$ cat src/rtl/digest_stream.sv
// Digest output stage: latches the final H register bank and streams the truncated
// digest as big-endian 32-bit words, H0 first, over a valid/ready handshake.
module digest_stream #(
    parameter int unsigned OUT_W = 32
) (
    input  logic             clk,
    input  logic             reset,
    input  logic [1:0]       sha_type,
    input  logic [511:0]     h_in,
    input  logic             capture,
    output logic             busy,
    output logic [OUT_W-1:0] dout,
    output logic             dout_valid,
    input  logic             dout_ready,
    output logic             dout_last,
    output logic             done,
    output logic             overrun
);

    typedef enum logic [0:0] {StIdle, StStream} state_e;

    state_e           state_q, state_d;
    logic [3:0]       idx_q, idx_d;
    logic [511:0]     h_q, h_d;
    logic [1:0]       type_q, type_d;
    logic [OUT_W-1:0] hold_q, hold_d;
    logic             done_q, done_d;
    logic             ovr_q, ovr_d;

    logic [3:0]       last_idx;
    logic [3:0]       sel;
    logic [OUT_W-1:0] word;
    logic             hs;
    logic             last_hs;
    logic             accept;

    always_comb begin
        unique case (type_q)
            2'b00:   last_idx = 4'd6;
            2'b01:   last_idx = 4'd7;
            2'b10:   last_idx = 4'd11;
            default: last_idx = 4'd15;
        endcase
    end

    // h_q viewed as sixteen 32-bit slots, slot 0 at the MSB; 32-bit modes use even slots only.
    assign sel = type_q[1] ? idx_q : {idx_q[2:0], 1'b0};

    always_comb begin
        word = h_q[511 -: 32];
        for (int j = 0; j < 16; j++) begin
            if (sel == 4'(j)) begin
                word = h_q[511 - 32 * j -: 32];
            end
        end
    end

    assign hs      = (state_q == StStream) && dout_ready;
    assign last_hs = hs && (idx_q == last_idx);
    // A capture is only taken when nothing is in flight after this edge.
    assign accept  = capture && ((state_q == StIdle) || last_hs);

    // State register
    always_ff @(posedge clk) begin
        if (!reset) begin
            state_q <= StIdle;
            idx_q   <= 4'd0;
            h_q     <= '0;
            type_q  <= 2'b00;
            hold_q  <= '0;
            done_q  <= 1'b0;
            ovr_q   <= 1'b0;
        end else begin
            state_q <= state_d;
            idx_q   <= idx_d;
            h_q     <= h_d;
            type_q  <= type_d;
            hold_q  <= hold_d;
            done_q  <= done_d;
            ovr_q   <= ovr_d;
        end
    end

    // Next-state logic
    always_comb begin
        state_d = state_q;
        idx_d   = idx_q;
        h_d     = h_q;
        type_d  = type_q;
        hold_d  = hold_q;
        done_d  = last_hs;
        ovr_d   = capture && (state_q == StStream) && !last_hs;

        if (hs) begin
            hold_d = word;
            if (!last_hs) begin
                idx_d = idx_q + 4'd1;
            end
        end
        if (last_hs) begin
            state_d = StIdle;
        end
        if (accept) begin
            state_d = StStream;
            idx_d   = 4'd0;
            h_d     = h_in;
            type_d  = sha_type;
        end
    end

    // Outputs
    always_comb begin
        busy       = (state_q == StStream);
        dout_valid = (state_q == StStream);
        dout_last  = (state_q == StStream) && (idx_q == last_idx);
        dout       = (state_q == StStream) ? word : hold_q;
        done       = done_q;
        overrun    = ovr_q;
    end

endmodule

$ cat config.mk
export PLATFORM = sky130hd
export DESIGN_NAME = digest_stream
export DESIGN_NICKNAME = d
export VERILOG_FILES = /design/src/rtl/digest_stream.sv
export SDC_FILE = /design/constraint.sdc
export NUM_CORES = 2
export LEC_CHECK = 0
export CAP_MARGIN = 20
export CORE_UTILIZATION = 56
export CTS_CLUSTER_SIZE = 14
export DETAILED_ROUTE_END_ITERATION = 6
export PLACE_DENSITY_LB_ADDON = 0.05
export SKIP_LAST_GASP = 1
export SYNTH_ARGS = -nofsm -noshare
export SYNTH_HDL_FRONTEND = slang
export SYNTH_SLANG_ARGS = --single-unit
$ cat constraint.sdc
create_clock -name clk -period 6.49 [get_ports clk]
set_clock_uncertainty 0.15 [all_clocks]
set_input_delay 0.9735 -clock clk [delete_from_list [all_inputs] [get_ports clk]]
set_output_delay 0.9735 -clock clk [all_outputs]
set_load 0.01 [all_outputs]
==> metrics.yaml <==
min_to: "hold_q[7]"
cts_tree: "yes"
syn_to_final_growth_pct: 26.7
r2r_cells: 9
status: "complete, but fails checks"
dp_cells: 4504
antenna_left: 0
drv_cap: 0
grt_pass1_wl_mm: 188
cp_slowest_cell: "a211oi_1"
cts_hold_buf: 0
grt.total_usage: 0.516
postCtsSetupBuffers: 0
grt_setup_unrepaired: "false"
num_rows: 80
irDropWorstVdd_mv: 0.252
yosysWarnings: 0
ys_ff_latch: 553
synth.distinct_cells: 86
setup_violations: 0
min_path_type: "reg -> reg"
htree_levels: 2
busiest_layer: "met2"
async_flop_share: 0
grt-ovfl-total: 0
gp_congestion: 1.12
yosys-top-cells-area: "dfxtp_1 41%, o21ai_0 12%, nand3_1 10%"
met3_usage: 0.155
hold_viol: 0
synth_largest_area_cell: "dfxtp_1"
p_sw_mw: 2.25
worstHoldStart: "hold_q[7]"
drive_gt1_frac: 0.0539
start_util: 0.566
final_common_cell: "o21ai_0"
via_count: 31300
dieHeight_um: 221
r2r-end: "h_q[96]"
sequentialPowerShare: 0.465
design.die.area_sq_mm: 0.0490
crit_type: "reg -> out"
crit_required_ps: 5370
clk_latency_ps: 620
portBuffers: 554
core_area_sq_mm: 0.0476
drcViolationCount: 21
grt_max_degree: 278
fillers: 3426
crit_buf_inv: 3
synth_enable_flop_cells: 0
drt-vias-per-instance: 6.80
final_cell_mix: "673 x o21ai_0, 597 x nand2_1, 553 x clkdlybuf4s50_1"
crit_path_end_kind: "output port"
max_stage_delay_ps: 950
comb_power_share: 0.132
clock.fmax_mhz: 159
power_mw: 8.25
routedWlPerCell_um: 28.6
cts.clk_slew.worst_paths_ps: 70
num_io_pins: 555
arrival_ps: 5150
cellLeakagePower_nw: 12.0
final_util: 0.717
pwr_density_cell_mw_per_mm2: 241
synth_nets: 4142
p_sw_frac: 0.273
synthCells: 3623
synthFlopType: "dfxtp_1"
maxSlewViolCount: 0
fin_cells: 4603
syn_area_per_cell_sq_um: 7.44
dieWidth_um: 221
hold_path_depth: 2
r2r_start: "type_q[1]"
worst_slew_pin_slew_ps: 1270
violations: "DRC"
intPower_mw: 6.00
cp-start-kind: "register"
max-clock-path-buffers: 3
drtPass1Iterations: 7
cts.sinks: 553
cts_buffers: 54
fin_setup_tns_ps: 0
min_period_ps: 6280
use_met2: 0.784
clockPowerShare: 0.402
drt-initial-drc-count: 5655
timing.final.crit_share: 0.967
routed_wl_mm: 132
cts_root_buf: "clkbuf_16"
first_global_vias: 28900
synth_area_sq_mm: 0.0270
dpl.hpwl_mm: 96.2
crit_chain: "buf_4 > nand2b_1 > buf_4 > o21ai_0 > a22o_1 > a211oi_1 > o21ai_0 > a31oi_1 > a21oi_1 > clkdlybuf4s50_1"
final_nets: 4467
grt_use_met1: 0.608
critPathMaxFanout: 31
critPathTopFamily: "compound AO/OA/AOI/OAI gates"
post-synth-top-area-fraction: 0.411
startpoint: "type_q[1]"
rrSetupSlack_ps: 2210
slew_headroom: 0.155
cts_resized: 0
ys_seq_area_frac: 0.411
antenna_found_initial: 7
-- per-layer routing --
| metal | part of all wire | wire length (um) |
|---|---|---|
| met1 | 0.35 | 46200 |
| met3 | 0.12 | 16400 |
| met2 | 0.43 | 56500 |
| met4 | 0.095 | 12400 |
| met5 | 0.00052 | 69 |
-- cells in the mapped netlist (all sizes together), types with 13 or more instances --
cell       n
nor2b     25
o21a      23
mux2i     13
a22oi     16
a211oi    29
o31ai     31
a221oi    38
o2bb2ai   23
nand2b    15
o21ai    683
clkbuf   215
dfxtp    553
a31oi     14
a21o      26
a21oi    145
o22ai     50
mux2      17
nand3    541
nand2    597
o211ai    19
o221ai    23
inv       23
buf      152
nor3      23
nor2     164
-- kinds of logic (layout without fill, tap and decap cells) --
| kind of cell | count (synthesis) | in the layout | synth area share |
|---|---|---|---|
| simple gates | 1431 | 1431 | 0.240 |
| compound gates | 1211 | 1211 | 0.268 |
| flops | 553 | 553 | 0.411 |
| buf+inv | 392 | 756 | 0.0673 |
| mux | 30 | 30 | 0.0119 |
| xor+xnor | 5 | 5 | 0.00162 |
| fa+ha+maj | 1 | 1 | 0.000464 |
| other cells | 0 | 1 | 0 |
-- power groups by stage --
stage | combinational, mW | clock, mW | sequential, mW
final | 1.09 | 3.32 | 3.84
after global routing | 1.15 | 3.41 | 3.83
after CTS | 1.06 | 3.28 | 3.81
after detailed placement | 1.04 | 0 | 3.88
after global placement | 1.01 | 0 | 3.88
after floorplan | 0.539 | 0 | 3.75
-- sequential cells by signal, indices dropped and copies added (netlist names) --
register  flops
busy          1
hold_q       32
overrun       1
h_q         512
idx_q         4
done          1
type_q        2
-- worst max path at each step --
stage	cells past startpoint	end
4_1_cts	8	dout[18]
2_1_floorplan	9	dout[29]
5_1_grt	8	dout[22]
3_5_place_dp	8	dout[25]
6_report	10	dout[20]
3_3_place_gp	7	dout[6]
-- tightest hold or removal path, delay by kind of cell (launching register included) --
family          cells  cell delay [ps]
flops               1              310
simple gates        1               50
compound gates      1               50
-- stage by stage --
step                cell area (sq um)  worst slack (ps)  hold slack [ps]
global route                    34200               272              319
finish                          34200               213              305
CTS                             34100               518              307
global placement                32300              1220              284
floorplan                       27000              3190              274
detailed placement              32300              1200              297
-- area by class of cell --
type / count / area (sq um) / share of cell area
Timing Repair Buffer: 636 / 6300 / 0.184
Sequential cell: 553 / 11100 / 0.324
Antenna cell: 1 / 2.50 / 0.0000732
Tap cell: 615 / 769 / 0.0225
Inverter: 25 / 93.8 / 0.00275
Clock inverter: 23 / 294 / 0.00861
Multi-Input combinational cell: 2678 / 14100 / 0.413
Clock buffer: 72 / 1530 / 0.0448
(Power assumes the default switching activity.)
